==> src/rtl/tx_mailbox_scheduler.sv <==
// Transmit mailbox scheduler: picks the highest-priority pending CAN mailbox, launches it
// when the bus is idle, and handles completion, lost arbitration, error retries and aborts.
module tx_mailbox_scheduler #(
   parameter int unsigned NUM_MB    = 4,
   parameter int unsigned MAX_RETRY = 8
) (
   input  logic                   clk,
   input  logic                   rst_n,
   input  logic [NUM_MB-1:0]      mbReq,
   input  logic [NUM_MB-1:0]      mbAbort,
   input  logic [NUM_MB*29-1:0]   mbId,
   input  logic [NUM_MB-1:0]      mbIde,
   input  logic                   busIdle,
   input  logic                   txDone,
   input  logic                   arbLost,
   input  logic                   txError,
   output logic                   txStart,
   output logic [2:0]             txSel,
   output logic [28:0]            txId,
   output logic                   txIde,
   output logic                   busy,
   output logic [NUM_MB-1:0]      pending,
   output logic [NUM_MB-1:0]      mbDone,
   output logic [NUM_MB-1:0]      mbFail
);

   localparam logic [1:0] S_IDLE     = 2'd0;
   localparam logic [1:0] S_SELECT   = 2'd1;
   localparam logic [1:0] S_WAIT_BUS = 2'd2;
   localparam logic [1:0] S_TX       = 2'd3;

   logic [1:0]        state, state_nxt;
   logic [3:0]        retry_cnt, retry_nxt;
   logic [4:0]        retry_inc;
   logic              abort_pend, abort_pend_nxt;
   logic [NUM_MB-1:0] sel_dec, abort_hon, eligible, clr, done_nxt, fail_nxt;
   logic [29:0]       mb_key [NUM_MB];
   logic [29:0]       cur_key, best_key;
   logic              preempt, abort_sel, win_found, load_sel;
   logic [2:0]        win_idx;
   logic [28:0]       win_id;
   logic              win_ide;

   // Numerically lower key wins; a standard frame sorts before an extended one with the same base ID.
   function automatic logic [29:0] prio_key(input logic [28:0] id, input logic ide);
      return {id[28:18], ide, ide ? id[17:0] : 18'h0};
   endfunction

   assign cur_key   = prio_key(txId, txIde);
   assign busy      = (state == S_WAIT_BUS) || (state == S_TX);
   assign retry_inc = {1'b0, retry_cnt} + 5'd1;

   always_comb begin
      mb_key  = '{default: '0};
      sel_dec = '0;
      preempt = 1'b0;
      for (int unsigned i = 0; i < NUM_MB; i++) begin
         mb_key[i]  = prio_key(mbId[29*i +: 29], mbIde[i]);
         sel_dec[i] = (txSel == 3'(i));
         if (mbReq[i] && (mb_key[i] < cur_key))
            preempt = 1'b1;
      end
      abort_sel = |(mbAbort & sel_dec);
      // The in-flight mailbox cannot be aborted mid-frame; everything else is honoured at once.
      abort_hon = mbAbort & ~((state == S_TX) ? sel_dec : '0);
   end

   always_comb begin
      eligible  = pending & ~abort_hon;
      win_found = 1'b0;
      win_idx   = '0;
      best_key  = '1;
      win_id    = '0;
      win_ide   = 1'b0;
      for (int unsigned i = 0; i < NUM_MB; i++) begin
         if (eligible[i] && (!win_found || (mb_key[i] < best_key))) begin
            win_found = 1'b1;
            best_key  = mb_key[i];
            win_idx   = 3'(i);
            win_id    = mbId[29*i +: 29];
            win_ide   = mbIde[i];
         end
      end
   end

   always_comb begin
      state_nxt      = state;
      retry_nxt      = retry_cnt;
      abort_pend_nxt = 1'b0;
      clr            = abort_hon;
      done_nxt       = '0;
      fail_nxt       = '0;
      load_sel       = 1'b0;
      txStart        = 1'b0;
      case (state)
         S_IDLE: begin
            if (|pending)
               state_nxt = S_SELECT;
         end
         S_SELECT: begin
            if (win_found) begin
               load_sel  = 1'b1;
               state_nxt = S_WAIT_BUS;
               if (win_idx != txSel)
                  retry_nxt = '0;
            end else begin
               state_nxt = S_IDLE;
            end
         end
         S_WAIT_BUS: begin
            if (preempt || abort_sel) begin
               state_nxt = S_SELECT;
            end else if (busIdle) begin
               txStart   = 1'b1;
               state_nxt = S_TX;
            end
         end
         default: begin
            // An abort arriving together with the completion pulse counts as already latched.
            if (txDone) begin
               done_nxt  = sel_dec;
               clr       = clr | sel_dec;
               retry_nxt = '0;
               state_nxt = S_IDLE;
            end else if (txError) begin
               state_nxt = S_IDLE;
               if ((retry_inc >= 5'(MAX_RETRY)) || abort_pend || abort_sel) begin
                  fail_nxt  = sel_dec;
                  clr       = clr | sel_dec;
                  retry_nxt = '0;
               end else begin
                  retry_nxt = retry_inc[3:0];
               end
            end else if (arbLost) begin
               state_nxt = S_IDLE;
               if (abort_pend || abort_sel)
                  clr = clr | sel_dec;
            end else begin
               abort_pend_nxt = abort_pend | abort_sel;
            end
         end
      endcase
   end

   always_ff @(posedge clk) begin
      if (!rst_n) begin
         state      <= S_IDLE;
         retry_cnt  <= '0;
         abort_pend <= 1'b0;
         pending    <= '0;
         mbDone     <= '0;
         mbFail     <= '0;
         txSel      <= '0;
         txId       <= '0;
         txIde      <= 1'b0;
      end else begin
         state      <= state_nxt;
         retry_cnt  <= retry_nxt;
         abort_pend <= abort_pend_nxt;
         pending    <= (pending & ~clr) | mbReq;
         mbDone     <= done_nxt;
         mbFail     <= fail_nxt;
         if (load_sel) begin
            txSel <= win_idx;
            txId  <= win_id;
            txIde <= win_ide;
         end
      end
   end

endmodule
==> config.mk <==
export PLATFORM = sky130hd
export DESIGN_NAME = tx_mailbox_scheduler
export DESIGN_NICKNAME = d
export VERILOG_FILES = /design/src/rtl/tx_mailbox_scheduler.sv
export SDC_FILE = /design/constraint.sdc
export NUM_CORES = 1
export LEC_CHECK = 0
export CAP_MARGIN = 40
export CORE_MARGIN = 1.5
export CORE_UTILIZATION = 33
export CTS_CLUSTER_SIZE = 16
export DETAILED_ROUTE_END_ITERATION = 8
export PLACE_DENSITY = 0.63
export SLEW_MARGIN = 20
export SYNTH_ARGS = -nofsm -noshare
export SYNTH_HDL_FRONTEND = slang
export SYNTH_SLANG_ARGS = --single-unit
export TNS_END_PERCENT = 50
==> constraint.sdc <==
create_clock -name clk -period 13.5 [get_ports clk]
set_input_delay 2.7 -clock clk [delete_from_list [all_inputs] [get_ports clk]]
set_output_delay 2.7 -clock clk [all_outputs]
set_load 0.05 [all_outputs]
==> reports/qor.yml, run 1 <==
logic_synthesis:
  ys_ff_latch: 51
  synthTopCellsByCount: "210 x ha_1, 172 x nand2_1, 87 x o21ai_0, 76 x nor2_1, 70 x nand3_1"
  syn_nets: 1572
  yosysTopAreaCell: "ha_1"
  synth_edf_count: 0
  syn_area_per_cell_um2: 7.28
  netlist_top_cells_area: "ha_1 29%, dfxtp_1 11%, nand2_1 7.2%"
  yosys.cell_types.count: 69
  ys_seq_area_share_pct: 11.4
  synthFlopType: "dfxtp_1"
  syn-instance-count: 1228
  synth_top_cell_area_share_pct: 29.4
  yosysMostFrequentCell: "ha_1"
  syn_area_mm2: 0.00894
  synth-async-reset-ratio_pct: 0
  yosysWarnings: 0
route:
  totalWireLength_um: 33900
  route.detailed.drc: 0
  drt_iter0_markers: 694
  dr_total_vias: 9814
  ant_nets: 0
  via_per_inst: 5.71
  routedWlPerCell_um: 19.7
  first_pass_iters: 5
sta:
  finalHoldViolCount: 0
  period_share_pct: 91.5
  slew_violations: 0
  finalSetupTns_ns: 0
  fin_skew_ns: 0.0142
  setup_violations: 0
  max_slew_margin_pct: 36.5
  max_freq_mhz: 81.0
  tightest_slew_ns: 0.929
  min_period_ns: 12.35
  whs_ns: 0.494
  grt_setup_unrepaired: "false"
worst_setup_path:
  timing.rr.end: "txIde"
  required_ns: 13.76
  cp_slowest_cell: "nand2b_2"
  cp_max_fo: 38
  critical-path-top-delay-family: "simple AND/OR/NAND/NOR gates"
  crit_type: "in2reg"
  cpPeakStageDelay_ns: 0.62
  worst-r2r-setup-slack_ns: 3.12
  end_kind: "register"
  rr_worst_depth: 37
  path_buf_inv: 4
  timing.rr.start: "state[0]"
  worst_setup_path_start_kind: "input port"
  critPathArrivalTime_ns: 12.61
place:
  io_buffers: 179
  place_congestion: 0.953
  hpwl_um: 27500
  place_area_mm2: 0.0111
cells_and_area:
  syn_to_final_growth_pct: 26.2
  design_area_mm2: 0.0113
  diodes: 0
  drive_above_1_share_pct: 3.34
  n_fill_cell: 2758
  nNetsFinal: 1721
power:
  ir_worst_vdd_mv: 0.0460
  p_leak_nw: 4.86
  p_per_area_mw_per_mm2: 72.0
clocking:
  numCtsBuffers: 5
  cts.htree.levels: 2
  clock_path_buffers: 2
  tritoncts: "built"
  clk_latency_ns: 0.32
  postCtsHoldBufs: 0
  ctsResizeCount: 0
  cts_sinks: 51
  cts_setup_buffers: 0
  clk_pin_slew_ns: 0.09
  root_buffer: "clkbuf_16"
worst_hold_path:
  whs_path_depth: 1
  hp-class: "reg2reg"
  min_from: "retry_cnt[3]"
  holdPathEnd: "retry_cnt[3]"
run_status:
  status: "completed"
die:
  die_w_um: 168
  fp.dieH_um: 168
  die-area_mm2: 0.0281
  coreArea_mm2: 0.0268
  io_pins: 181
  num_rows: 60
  initial_utilization_pct: 33.4
global_route:
  grt_pass1_vias: 9650
  antenna_found_initial: 0
  grt_first_pass_wirelength_um: 53400
  grt_start_max_net_pins: 50
  track_usage_pct: 24.0
  grt_overflow: 0
flow_run:
  cap_viol_max_count: 0
-- worst register-to-register path, delay by kind of cell (launching register included) --
kind | cells | cell delay, ns
AOI/OAI and AO/OA | 14 | 3.17
adders and majority gates | 4 | 0.95
buffers and inverters | 3 | 0.93
DFF | 1 | 0.42
muxes | 1 | 0.36
and+or+nand+nor | 15 | 4.53
-- worst max-delay path by stage --
| stage | startpoint | to | slack [ns] | depth (start not counted) |
|---|---|---|---|---|
| 6_report | mbAbort[0] | txIde | 1.15 | 36 |
| 5_1_grt | mbAbort[0] | txIde | 0.36 | 36 |
| 4_1_cts | mbAbort[0] | txIde | 1.28 | 36 |
| 3_5_place_dp | mbAbort[0] | txIde | 1.01 | 36 |
| 3_3_place_gp | mbAbort[0] | txId[18] | 1.27 | 36 |
| 2_1_floorplan | mbIde[0] | retry_cnt[2] | 3.35 | 36 |
-- layout make-up --
class | instances | area [um^2] | share of cell area, %
sequential | 51 | 1020 | 9.05
clock inverter | 3 | 47.5 | 0.421
tap | 341 | 427 | 3.78
timing repair buffer | 202 | 1990 | 17.6
clock buffer | 5 | 125 | 1.11
inverter | 58 | 218 | 1.93
multi-input combinational | 1059 | 7450 | 66.1
-- power by group --
group          total (mW)  internal, mW  switching (mW)
registers           0.184         0.168          0.0164
clock network       0.165        0.0891          0.0758
logic               0.464         0.184           0.280
-- cell usage in the layout (no fill, tap or decap), drive strengths merged, types with 17 or more instances in the layout --
master / instances
a21oi: 57
clkdlybuf4s50: 179
nor3: 17
inv: 58
buf: 23
o21ai: 107
a21o: 30
nor2: 76
a31oi: 46
dfxtp: 51
o211ai: 34
and2: 59
nand3: 70
nand4: 33
ha: 210
mux2: 25
nand2: 172
-- per-layer routing --
metal	wire length [um]	share of wire, %	global-route usage [%]	up-vias
li1	-	-	-	4821
met1	15500	46	31.8	4584
met2	15700	46	41.3	361
met3	1920	5.7	2.74	48
met4	794	2.3	6.38	0
met5	0	0	0	-
-- state kept, by name, summed over array words and instances, names as in the netlist --
signal / cells
retry_cnt: 4
txIde: 1
mbDone: 4
mbFail: 4
state: 2
txSel: 2
txId: 29
pending: 4
abort_pend: 1
-- stage by stage --
step / std cells / util [%] / power [mW] / worst slack [ns]
floorplan: 1228 / - / 0.471 / 3.35
global placement: 1709 / 41.4 / 0.642 / 1.27
detailed placement: 1710 / 41.4 / 0.645 / 1.01
CTS: 1718 / 42.1 / 0.814 / 1.28
global route: 1719 / 42.1 / 0.868 / 0.364
finish: 1719 / 42.1 / 0.813 / 1.15
-- logic make-up after synthesis --
logic type,Yosys count,synth area share (%)
buf+inv,118,5.43
flops,51,11.4
xor+xnor,1,0.0980
fa+ha+maj,210,29.4
other cells,1,0.0419
compound gates,336,23.9
mux,28,3.62
simple gates,483,26.1
Note: power is estimated with default switching activity, not from simulation.
==> run 2: changes to the inputs <==
--- a/config.mk
+++ b/config.mk
@@ -5,8 +5,9 @@
 export SDC_FILE = /design/constraint.sdc
 export NUM_CORES = 1
 export LEC_CHECK = 0
+export ABC_CLOCK_PERIOD_IN_PS = 13500
 export CAP_MARGIN = 40
-export CORE_MARGIN = 1.5
+export CORE_MARGIN = 3
 export CORE_UTILIZATION = 33
 export CTS_CLUSTER_SIZE = 16
 export DETAILED_ROUTE_END_ITERATION = 8
==> run 2 against run 1 <==
Net effect:
- count of clock-buffer cells in the layout unchanged
- largest power group unchanged
- worst hold slack better by 0.010 ns
- final area is 0.87% lower
- highest routed layer unchanged
- critical endpoint is now retry_cnt[1]
==> reports/qor.yml, run 2 (synthesized netlist as in run 1, its figures left out) <==
sta:
  tightest_slew_ns: 0.883  # -0.0464 ns
  min_period_ns: 12.42  # +0.0702 ns
  setup_violations: 0  # unchanged
  grt_setup_unrepaired: "false"
  postLayoutSetupSlackWorst_ns: 1.08  # -0.0702 ns
  max_freq_mhz: 80.5  # -0.57%
  period_share_pct: 92.0  # +0.52 points
  finalHoldViolCount: 0  # unchanged
  whs_ns: 0.505  # +0.0102 ns
  slew_violations: 0  # unchanged
  finalSetupTns_ns: 0  # unchanged
  max_slew_margin_pct: 40.9  # +4.4 points
  fin_skew_ns: 0.0156  # +0.00133 ns
power:
  p_per_area_mw_per_mm2: 71.1  # -1.4%
  p_sw_share_pct: 47.1  # +1.3 points
  clock_power_share_pct: 18.8  # -1.5 points
  power.switching_mw: 0.374  # +0.63%
  intPower_mw: 0.421  # -4.6%
  p_leak_nw: 4.81  # -1.0%
  total_power_mw: 0.795  # -2.2%
  ir_worst_vdd_mv: 0.0500  # +8.9%
  share_seq_of_total_power_pct: 23.7  # +1.1 points
  p_comb_share_pct: 57.5  # +0.4 points
cells_and_area:
  diodes: 0  # unchanged
  final_cell_mix: "210 x ha_1, 179 x clkdlybuf4s50_1, 172 x nand2_1"
  design_area_mm2: 0.0112  # -0.87%
  largest_register: "txId"
  drive_above_1_share_pct: 2.84  # -0.49 points
  layout_commonest_cell: "ha_1"
  nNetsFinal: 1714  # -0.41%
  syn_to_final_growth_pct: 25.1
  largest_reg_flops: 29  # unchanged
place:
  hpwl_um: 27500  # -0.17%
  io_buffers: 179  # unchanged
  dpl_worst_slack_ns: 0.877  # -0.133 ns
  place_area_mm2: 0.0110  # -0.62%
  place_congestion: 0.956  # +0.31%
die:
  coreArea_mm2: 0.0264  # -1.7%
  die_w_um: 171  # +1.8%
  die-area_mm2: 0.0291  # +3.6%
  io_pins: 181  # unchanged
  num_rows: 59  # -1.7%
  fp.dieH_um: 171  # +1.8%
  initial_utilization_pct: 33.9  # +0.57 points
global_route:
  antenna_found_initial: 0  # unchanged
  grt_start_max_net_pins: 49  # -2.0%
  grt_overflow: 0  # unchanged
  grt_first_pass_wirelength_um: 52100  # -2.4%
  track_usage_pct: 22.7  # -1.4 points
  grt_pass1_vias: 9421  # -2.4%
route:
  route.detailed.drc: 0  # unchanged
  dr_total_vias: 9866  # +0.53%
  first_pass_iters: 7  # +2
  ant_nets: 0  # unchanged
  drt_iter0_markers: 736  # +6.1%
  totalWireLength_um: 34200  # +0.90%
  via_per_inst: 5.78  # +1.3%
  routedWlPerCell_um: 20.1  # +1.7%
worst_setup_path:
  required_ns: 13.75  # about the same
  cpPeakStageDelay_ns: 0.65  # +0.03 ns
  crit_type: "in2reg"
  end_kind: "register"
  cp_slowest_cell: "a211o_2"
  worst_setup_path_start_kind: "input port"
  worst-r2r-setup-slack_ns: 3.07  # -0.05 ns
  cp_max_fo: 41  # +7.9%
  critPathArrivalTime_ns: 12.67  # +0.06 ns
clocking:
  clk_latency_ns: 0.32  # about the same
  postCtsHoldBufs: 0  # unchanged
  root_buffer: "clkbuf_16"
  ctsResizeCount: 0  # unchanged
  cts.htree.levels: 2  # unchanged
  clk_pin_slew_ns: 0.09  # about the same
  tritoncts: "built"
  clock_path_buffers: 2  # unchanged
  numCtsBuffers: 5  # unchanged
  cts_setup_buffers: 0  # unchanged
  cts_sinks: 51  # unchanged
worst_hold_path:
  hp-class: "reg2reg"
run_status:
  status: "completed"
flow_run:
  cap_viol_max_count: 0  # unchanged
-- run 2: cell count changes in the layout (fill, tap and decap cells not counted), sizes merged --
cell	before	now
buf	23	15
bufinv	1	0
clkbuf	5	6
inv	58	59
-- run 2: final timing paths --
check	cells past startpoint	to	from
hold / removal	1	retry_cnt[3]	retry_cnt[3]
setup reg to reg	35	retry_cnt[1]	state[0]
hold reg to reg	1	retry_cnt[3]	retry_cnt[3]
setup / recovery	34	retry_cnt[1]	mbAbort[0]
-- run 2: final cells by class --
cell class / count / area (um^2)
clock buffer: 5 / 125
timing repair buffer: 195 / 1920
multi-input combinational: 1059 / 7450
sequential: 51 / 1020
inverter: 58 / 218
tap: 335 / 419
clock inverter: 3 / 26.3
fill: 2721 / 15200
-- run 2: critical path: cells and delay by family --
family | cells | cell delay (ns)
muxes | 2 | 0.56
AOI/OAI and AO/OA | 13 | 2.80
adders and majority gates | 3 | 0.96
and+or+nand+nor | 12 | 3.76
buffers and inverters | 4 | 1.83
-- run 2: per-stage QoR --
| step | std cells | util (%) |
|---|---|---|
| finish | 1706 | 42.4 |
| global route | 1706 | 42.4 |
| CTS | 1705 | 42.4 |
| detailed placement | 1697 | 41.9 |
| global placement | 1697 | 41.9 |
| floorplan | 1228 | - |
-- run 2: layer usage --
layer	part of all wire, %	vias up	track usage, %
met5	0	-	0
met4	1.8	0	5.93
met1	46	4632	31.9
li1	-	4810	-
met2	45	389	36.6
met3	7.6	35	2.96
-- run 2: power by group through the flow --
stage                     registers (mW)  clock network (mW)  logic, mW
after detailed placement           0.192                   0      0.449
after global routing               0.191               0.157      0.500
final                              0.188               0.150      0.457
after CTS                          0.188               0.153      0.452
after global placement             0.191                   0      0.444
after floorplan                    0.237                   0      0.234
==> run 3: changes to the inputs <==
--- a/config.mk
+++ b/config.mk
@@ -12,6 +12,7 @@
 export CTS_CLUSTER_SIZE = 16
 export DETAILED_ROUTE_END_ITERATION = 8
 export PLACE_DENSITY = 0.63
+export SETUP_SLACK_MARGIN = 0.1
 export SLEW_MARGIN = 20
 export SYNTH_ARGS = -nofsm -noshare
 export SYNTH_HDL_FRONTEND = slang
==> results of run 3 <==
Final layout, timing and power as in run 2 (identical DEF).
